`src/rtl/uart_rx_word_packer.sv`:
```
// uart_rx_word_packer: packs BYTES_PER_WORD received UART bytes into one word.
// An assembly register collects bytes. An output register presents finished
// words on a valid/ready interface, so the next word can be collected while
// the host stalls. A partial word is discarded after an inter-byte timeout.
// Bytes that arrive while a complete word is stalled are dropped and flagged
// on the sticky overrun_o output.
module uart_rx_word_packer #(
  parameter int BYTES_PER_WORD = 4,
  parameter bit BIG_ENDIAN     = 1'b0,
  parameter int TIMEOUT_CYCLES = 20000
) (
  input  logic                        sourceClk,
  input  logic                        reset,
  input  logic [7:0]                  rx_byte,
  input  logic                        rx_complete,
  output logic [8*BYTES_PER_WORD-1:0] word_o,
  output logic                        word_valid_o,
  input  logic                        word_ready_i,
  output logic                        timeout_o,
  output logic                        overrun_o,
  input  logic                        overrun_clr_i,
  output logic                        busy_o
);

  localparam int W  = 8 * BYTES_PER_WORD;
  localparam int IW = (BYTES_PER_WORD > 1) ? $clog2(BYTES_PER_WORD) : 1;
  localparam int CW = $clog2(TIMEOUT_CYCLES);
  localparam logic [IW-1:0] LAST_IDX   = IW'(BYTES_PER_WORD - 1);
  localparam logic [CW-1:0] EXPIRE_CNT = CW'(TIMEOUT_CYCLES - 1);

  typedef enum logic [1:0] {PkIdle, PkCollect, PkFull} pk_state_e;

  pk_state_e       state_q, state_d;
  logic [IW-1:0]   idx_q, idx_d;
  logic [CW-1:0]   cnt_q, cnt_d;
  logic [W-1:0]    asm_q, asm_d;
  logic [W-1:0]    word_q, word_d;
  logic            valid_q, valid_d;
  logic            timeout_q, timeout_d;
  logic            overrun_q, overrun_d;

  logic            out_free;
  logic            word_done;
  logic [W-1:0]    done_word;

  // Writes byte number k of a word into its lane, honouring the byte order.
  function automatic logic [W-1:0] place_byte(input logic [W-1:0] w,
                                              input logic [IW-1:0] k,
                                              input logic [7:0] b);
    logic [W-1:0] r;
    int           lane;
    r    = w;
    lane = BIG_ENDIAN ? (BYTES_PER_WORD - 1 - int'(k)) : int'(k);
    r[lane*8 +: 8] = b;
    return r;
  endfunction

  // State and datapath registers; reset drops partial and pending words.
  // NOTE: sequential state uses non-blocking assignments only, so every
  // register samples pre-edge values regardless of statement order.
  always_ff @(posedge sourceClk) begin
    if (!reset) begin
      state_q   <= PkIdle;
      idx_q     <= '0;
      cnt_q     <= '0;
      asm_q     <= '0;
      word_q    <= '0;
      valid_q   <= 1'b0;
      timeout_q <= 1'b0;
      overrun_q <= 1'b0;
    end else begin
      state_q   <= state_d;
      idx_q     <= idx_d;
      cnt_q     <= cnt_d;
      asm_q     <= asm_d;
      word_q    <= word_d;
      valid_q   <= valid_d;
      timeout_q <= timeout_d;
      overrun_q <= overrun_d;
    end
  end

  // Next-state logic: byte collection, timeout, word hand-off and drops.
  always_comb begin
    // NOTE: every combinational output gets a default first, which rules out
    // inferred latches on paths that do not assign it.
    state_d   = state_q;
    idx_d     = idx_q;
    cnt_d     = cnt_q;
    asm_d     = asm_q;
    word_d    = word_q;
    valid_d   = valid_q;
    timeout_d = 1'b0;
    overrun_d = overrun_q;
    word_done = 1'b0;
    done_word = asm_q;

    // The output register can take a word if it is empty or drains this cycle.
    out_free = !valid_q || word_ready_i;

    if (valid_q && word_ready_i) begin
      valid_d = 1'b0;
      word_d  = '0;
    end

    // The clear comes first so that a drop in the same cycle wins.
    if (overrun_clr_i) overrun_d = 1'b0;

    unique case (state_q)
      PkIdle: begin
        if (rx_complete) begin
          done_word = place_byte('0, '0, rx_byte);
          asm_d     = done_word;
          cnt_d     = '0;
          if (BYTES_PER_WORD == 1) begin
            word_done = 1'b1;
          end else begin
            idx_d   = IW'(1);
            state_d = PkCollect;
          end
        end
      end
      PkCollect: begin
        if (rx_complete) begin
          done_word = place_byte(asm_q, idx_q, rx_byte);
          asm_d     = done_word;
          cnt_d     = '0;
          if (idx_q == LAST_IDX) word_done = 1'b1;
          else                   idx_d     = idx_q + IW'(1);
        end else if (cnt_q == EXPIRE_CNT) begin
          asm_d     = '0;
          idx_d     = '0;
          cnt_d     = '0;
          timeout_d = 1'b1;
          state_d   = PkIdle;
        end else begin
          cnt_d = cnt_q + CW'(1);
        end
      end
      PkFull: begin
        // A byte here is lost even if the held word moves out this cycle.
        if (rx_complete) overrun_d = 1'b1;
        if (out_free) begin
          word_d  = asm_q;
          valid_d = 1'b1;
          state_d = PkIdle;
        end
      end
      default: state_d = PkIdle;
    endcase

    // A finished word goes straight to the output register, or waits in PkFull.
    if (word_done) begin
      idx_d = '0;
      if (out_free) begin
        word_d  = done_word;
        valid_d = 1'b1;
        state_d = PkIdle;
      end else begin
        state_d = PkFull;
      end
    end
  end

  // Output logic: registered word, flags and the busy indication.
  always_comb begin
    word_o       = word_q;
    word_valid_o = valid_q;
    timeout_o    = timeout_q;
    overrun_o    = overrun_q;
    busy_o       = (state_q == PkCollect) || (state_q == PkFull);
  end

endmodule
```
`config.mk`:
```
export PLATFORM = sky130hd
export DESIGN_NAME = uart_rx_word_packer
export DESIGN_NICKNAME = d
export VERILOG_FILES = /design/src/rtl/uart_rx_word_packer.sv
export SDC_FILE = /design/constraint.sdc
export NUM_CORES = 1
export LEC_CHECK = 0
export CORE_MARGIN = 1
export CORE_UTILIZATION = 40
export DETAILED_ROUTE_END_ITERATION = 7
export SYNTH_ARGS = -nofsm -noshare
export SYNTH_HDL_FRONTEND = slang
export SYNTH_SLANG_ARGS = --single-unit
```
`constraint.sdc`:
```
create_clock -name sourceClk -period 3.2 [get_ports sourceClk]
set_clock_uncertainty 0.15 [all_clocks]
set_input_delay 0.32 -clock sourceClk [delete_from_list [all_inputs] [get_ports sourceClk]]
set_output_delay 0.32 -clock sourceClk [all_outputs]
set_load 0.01 [all_outputs]
```
==> flow_summary.toml, run 1 <==
[clocking]
cts_root_buf = "clkbuf_8"
cts.repair.resized = 0
clock-sinks = 86
cts-hold-fix-buffers = 0
total_clock_buffers_created_by_cts = 9
clock_tree_from_tritoncts = "yes"
maximum_level_of_the_cts_h_tree = 3
ctsLongestPathBuffers = 2
worst_skew_pair.late_latency_ps = 380
clk_pin_slew_ps = 90
post_cts_setup_buffers = 0

[synth]
yosys.area.top_type = "dfxtp_1"
synth_seq_area_share_pct = 38.5
synth_ff_type = "dfxtp_1"
synth-warning-count = 0
synth_nets = 531
yosys.cell_count.top_type = "dfxtp_1"
synthCells = 509
synth_area_leaders = "dfxtp_1, a221oi_1, nor2_1"
synth_top_cells_by_count = "dfxtp_1, nor2_1, nor3_1"
synth_cell_type_count = 59
asyncSetResetFlopFracSynth_pct = 0
average_cell_area_after_synthesis_um2 = 8.78
cell_area_synth_mm2 = 0.00447
synth_seq_cells = 86
yosys.area.top_type_share_pct = 38.5
number_of_enable_flip_flop_cells_after_synthesis = 0

[drt]
dr.pass1.iters = 4
wl_cell_um = 18.9
drtAntennaViolNets = 0
drc = 0
finalWirelength_um = 13000
detail_route.vias_per_cell = 6.10
detailroute.via_count = 4205
detail_route.iter0.violations = 252

[run_status]
run_status = "finished clean"

[setup_path]
rrSetupSlack_ps = 510
crit-reg2reg-capture = "word_o[26]$_SDFF_PN0_"
crit_path_top_delay_cell = "dfxtp_1"
cp.required_ps = 3370
timing.critical_path.from_type = "register"
path_cells = "inv_1 > ha_1 > and3b_1 > buf_4 > nand4_1 > o22a_1 > nor2_1"
critical_path.max_fanout = 17
reg2reg_from = "idx_q[0]$_SDFFE_PP0P_"
worst_reg_to_reg_path_cell_count = 7
cp_data_arrival_time_ps = 2860
cp_slowest_stage_delay_ps = 680
timing.critical_path.to_type = "register"
timing.setup.critical_path_class = "reg2reg"

[grt]
grt.overflow.total = 0
grt_first_pass_wirelength_um = 21000
grt_max_degree = 44
antenna_violations_before_repair = 0
first_global_vias = 3969
grt.total_usage_pct = 23.5

[power]
power_frac_clock_pct = 35.0
netsw_w = 0.000618
power.sequential.fraction_pct = 52.1
netSwitchingFraction_pct = 29.1
leakagePower_nw = 1.97
worst_ir_drop_vdd_uv = 216
combPwrFrac_pct = 12.9
internal-power_w = 0.00151
power.density_cell_area_mw_per_mm2 = 403

[sta]
max_slew.worst_pin.slew_ps = 656
worst_hold_slack_ps = 320
hold_viol_final = 0
rsz0062_at_grt = "false"
timing.slew.headroom_pct = 56.3
timing.final.setup_violations = 0
fin_crit_ps = 2690
fmaxAchievable_mhz = 372
finalCritPeriodShare_pct = 84.1
slew_violations = 0
fin_ws_ps = 510
timing.setup.tns_ps = 0

[cells_and_area]
flow.area_growth_from_synthesis_pct = 18.2
fin_cells = 689
drive_above_1_share_pct = 9.47
diodes = 0
finalInstanceArea_mm2 = 0.00528
finalNetCount = 566

[floorplan]
top_level_ports = 49
fp.dieArea_mm2 = 0.0116
floorplan.initialDensity_pct = 41.2
die_height_um = 108
die_w_um = 108
core_region_area_mm2 = 0.0108
placement_rows = 38

[place]
place_congestion = 0.853
dp_slack_ps = 601
dpl_cell_area_mm2 = 0.00510
dp_hpwl_um = 8390
dp_cells = 673
place.port_buffers = 48

[job]
max-cap-violations = 0

[min_path]
min_path_type = "reg2reg"
worst_hold_path.num_cells = 2
hold_end = "overrun_o$_SDFF_PN0_"
hold_path.startpoint = "overrun_o$_SDFF_PN0_"
-- state kept, by name, summed over array words and instances, names as in the netlist --
register / cells
timeout_o: 1
word_valid_o: 1
overrun_o: 1
idx_q: 2
asm_q: 32
word_o: 32
cnt_q: 15
state_q: 2
-- cells in the final DEF, fill, tap and decap left out, drive strengths merged, types with 3 or more instances in the layout --
| cell | Yosys | routed |
|---|---|---|
| and3b | 3 | 3 |
| xnor2 | 3 | 3 |
| nand4 | 14 | 14 |
| o311a | 3 | 3 |
| a221o | 10 | 10 |
| a32oi | 7 | 7 |
| a32o | 7 | 7 |
| o21ai | 22 | 22 |
| nand3 | 13 | 13 |
| and3 | 4 | 4 |
| inv | 14 | 15 |
| o221a | 9 | 9 |
| a221oi | 22 | 22 |
| nor4 | 7 | 7 |
| and2 | 5 | 5 |
| nor3 | 31 | 31 |
| ha | 9 | 9 |
| clkdlybuf4s50 | 0 | 48 |
| buf | 12 | 18 |
| a31oi | 3 | 3 |
| dfxtp | 86 | 86 |
| clkbuf | 30 | 12 |
| nor2b | 20 | 20 |
| clkinv | 2 | 4 |
| o211a | 10 | 10 |
| o311ai | 3 | 3 |
| mux2i | 16 | 16 |
| nor2 | 44 | 44 |
| nand2b | 4 | 4 |
| a21oi | 20 | 20 |
| nand2 | 26 | 26 |
| o22a | 7 | 7 |
| a22o | 14 | 14 |
-- cell type report --
type                    count  area, um2
clock buffers              12        155
clock inverters             4       30.0
fillers                  1077       5560
inverters                  16       60.1
multi-input cells         365       2520
flip-flops and latches     86       1720
well taps                 140        175
repair buffers             66        616
-- through the flow --
| stage | power, W | util, % |
|---|---|---|
| after detailed placement | 0.00140 | 47.0 |
| after CTS | 0.00215 | 48.7 |
| final | 0.00213 | 48.7 |
| after global routing | 0.00222 | 48.7 |
| after global placement | 0.00140 | 47.0 |
| after floorplan | 0.00130 | - |
-- per-layer routing --
layer	track usage [%]	wire, um	vias to the layer above
li1	-	-	2011
met1	31.5	6060	2041
met2	37.0	5920	132
met3	4.24	744	21
met4	9.88	299	0
met5	0	0	-
-- critical path, delay by kind of cell (launching register included) --
family	cells	cell delay, ps
simple gates	3	800
flops	1	680
buf+inv	2	360
compound gates	1	350
fa+ha+maj	1	270
-- power by group through the flow --
| stage | sequential [W] | clock (W) | combinational (W) |
|---|---|---|---|
| after global routing | 0.00111 | 0.000808 | 0.000301 |
| after global placement | 0.00113 | 0 | 0.000269 |
| after CTS | 0.00111 | 0.000767 | 0.000273 |
| after detailed placement | 0.00113 | 0 | 0.000271 |
| final | 0.00111 | 0.000744 | 0.000275 |
| after floorplan | 0.00112 | 0 | 0.000182 |
-- how the worst max path moves through the flow --
| stage | end | slack (ps) | cells past startpoint | startpoint |
|---|---|---|---|---|
| after global routing | word_o[24]$_SDFF_PN0_ | 370 | 7 | idx_q[0]$_SDFFE_PP0P_ |
| after CTS | word_o[26]$_SDFF_PN0_ | 580 | 7 | idx_q[0]$_SDFFE_PP0P_ |
| after global placement | word_o[24]$_SDFF_PN0_ | 600 | 7 | idx_q[0]$_SDFFE_PP0P_ |
| final | word_o[26]$_SDFF_PN0_ | 510 | 7 | idx_q[0]$_SDFFE_PP0P_ |
| after detailed placement | word_o[27]$_SDFF_PN0_ | 600 | 7 | idx_q[0]$_SDFFE_PP0P_ |
| after floorplan | asm_q[10]$_SDFFE_PN0P_ | 900 | 8 | idx_q[0]$_SDFFE_PP0P_ |
-- kinds of logic after synthesis --
family / Yosys count / synth area share [%]
AOI/OAI and AO/OA: 150 / 27.1
xor gates and xnor gates: 5 / 0.980
adders and majority gates: 9 / 2.52
buffers and inverters: 58 / 5.15
DFF: 86 / 38.5
muxes: 18 / 4.09
and+or+nand+nor: 183 / 21.6
Power figures use the tool's default switching activity.
==> run 2: changes to the inputs <==
==> constraint.sdc (replaced) <==
create_clock -name sourceClk -period 2.3 [get_ports sourceClk]
set_clock_uncertainty 0.15 [all_clocks]
set_input_delay 0.23 -clock sourceClk [delete_from_list [all_inputs] [get_ports sourceClk]]
set_output_delay 0.23 -clock sourceClk [all_outputs]
set_load 0.01 [all_outputs]
==> run 2 against run 1 <==
  * Via count grew 4.0%
  * Setup slack lost 420 ps
  * Global-route usage grew 0.69 points
  * Cell count grew 3.2%
  * Register-to-register slack lost 420 ps
  * Design area grew 4.5%
  * Critical path depth shrank 2
  * Maximum frequency grew 22%
  * Worst hold slack gained 7.3 ps
  * Wire length grew 2.2%
==> flow_summary.toml, run 2 (synthesis results as in run 1) <==
[place]
dp_slack_ps = 7.21
place.port_buffers = 48
place_congestion = 0.840
dp_hpwl_um = 9110

[floorplan]
top_level_ports = 49
die_height_um = 108
floorplan.initialDensity_pct = 41.2
die_w_um = 108
core_region_area_mm2 = 0.0108
placement_rows = 38
fp.dieArea_mm2 = 0.0116

[setup_path]
timing.setup.critical_path_class = "reg2reg"
reg2reg_from = "cnt_q[0]$_SDFFE_PN0P_"
timing.critical_path.from_type = "register"
crit_path_start = "cnt_q[0]$_SDFFE_PN0P_"
cp.required_ps = 2410
critical_path.max_fanout = 7
cp_data_arrival_time_ps = 2320
rrSetupSlack_ps = 90
timing.critical_path.to_type = "register"
crit-reg2reg-capture = "asm_q[11]$_SDFFE_PN0P_"
worst_reg_to_reg_path_cell_count = 5
worstSetupEndpoint = "asm_q[11]$_SDFFE_PN0P_"

[job]
max-cap-violations = 0

[sta]
timing.slew.headroom_pct = 61.3
fin_crit_ps = 2210
max_slew.worst_pin.slew_ps = 579
timing.final.setup_violations = 0
finalCritPeriodShare_pct = 96.0
rsz0062_at_grt = "true"
hold_viol_final = 0
fin_ws_ps = 91.4
fmaxAchievable_mhz = 453
timing.setup.tns_ps = 0
slew_violations = 0
worst_hold_slack_ps = 327

[drt]
drc = 0
drtAntennaViolNets = 0
finalWirelength_um = 13300
detail_route.vias_per_cell = 6.15
detailroute.via_count = 4375
wl_cell_um = 18.7
dr.pass1.iters = 5
detail_route.iter0.violations = 372

[min_path]
min_path_type = "reg2reg"

[grt]
grt.overflow.total = 0
first_global_vias = 4150
antenna_violations_before_repair = 0
grt.total_usage_pct = 24.2
grt_max_degree = 29
grt_first_pass_wirelength_um = 21600

[clocking]
clk_pin_slew_ps = 90
clock_tree_from_tritoncts = "yes"
cts_root_buf = "clkbuf_8"
clock-sinks = 86
maximum_level_of_the_cts_h_tree = 3
ctsLongestPathBuffers = 2
worst_skew_pair.late_latency_ps = 370
total_clock_buffers_created_by_cts = 9

[power]
power.density_cell_area_mw_per_mm2 = 549
worst_ir_drop_vdd_uv = 284
leakagePower_nw = 2.11

[cells_and_area]
flow.area_growth_from_synthesis_pct = 23.5
final_core_utilization_pct = 50.9
drive_above_1_share_pct = 13.7
final_common_cell = "dfxtp_1"
layout_common_cells = "dfxtp_1, clkdlybuf4s50_1, nor2_1, buf_4, nor3_1"
diodes = 0
finalNetCount = 590

[run_status]
run_status = "finished clean"
==> run 2: area by class of cell <==
| cell class | count | area [um2] |
|---|---|---|
| multi-input combinational | 365 | 2530 |
| tap | 140 | 175 |
| sequential | 86 | 1720 |
| fill | 1021 | 5320 |
| timing repair buffer | 90 | 833 |
| inverter | 16 | 60.1 |
| clock buffer | 14 | 193 |
==> run 2: worst max-delay path, stage by stage (launching register included) <==
cell and delay (ps):
dfxtp_1 410, ha_1 260, and3_1 280, nand4_2 230, o311a_1 530, a22o_1 230
==> run 2: through the flow <==
| step | total power [W] | instances | instance area (um2) |
|---|---|---|---|
| after CTS | 0.00304 | 711 | 5510 |
| final | 0.00303 | 711 | 5520 |
| after detailed placement | 0.00199 | 697 | 5310 |
| after global routing | 0.00316 | 711 | 5520 |
| after global placement | 0.00199 | 697 | 5310 |
| after floorplan | 0.00182 | 509 | 4470 |
==> run 2: routing by layer <==
layer / wire length, um / part of all wire [%] / vias to the layer above / track usage (%)
met5: 0 / 0 / - / 0
met2: 5850 / 44 / 183 / 36.1
met1: 6300 / 47 / 2106 / 34.9
met4: 255 / 1.9 / 0 / 9.39
met3: 896 / 6.7 / 22 / 3.45
li1: - / - / 2064 / -
==> run 2: worst min path at each step <==
stage	startpoint	to	depth (start not counted)
6_report	overrun_o$_SDFF_PN0_	overrun_o$_SDFF_PN0_	2
5_1_grt	asm_q[25]$_SDFFE_PN0P_	asm_q[25]$_SDFFE_PN0P_	1
4_1_cts	asm_q[24]$_SDFFE_PN0P_	asm_q[24]$_SDFFE_PN0P_	1
3_5_place_dp	asm_q[24]$_SDFFE_PN0P_	asm_q[24]$_SDFFE_PN0P_	1
3_3_place_gp	overrun_o$_SDFF_PN0_	overrun_o$_SDFF_PN0_	2
2_1_floorplan	rx_byte[2]	asm_q[10]$_SDFFE_PN0P_	1
==> run 2: report_power, final <==
group	total [W]	switching [W]	internal (W)
clock	0.00106	0.000529	0.000530
sequential	0.00153	0.0000225	0.00151
combinational	0.000438	0.000268	0.000170
==> run 2: repair_timing <==
item / CTS / global route
resized for setup: 0 / 3
setup endpoints to repair: 0 / 19
hold buffers: 0 / 0
buffers inserted: 0 / 0
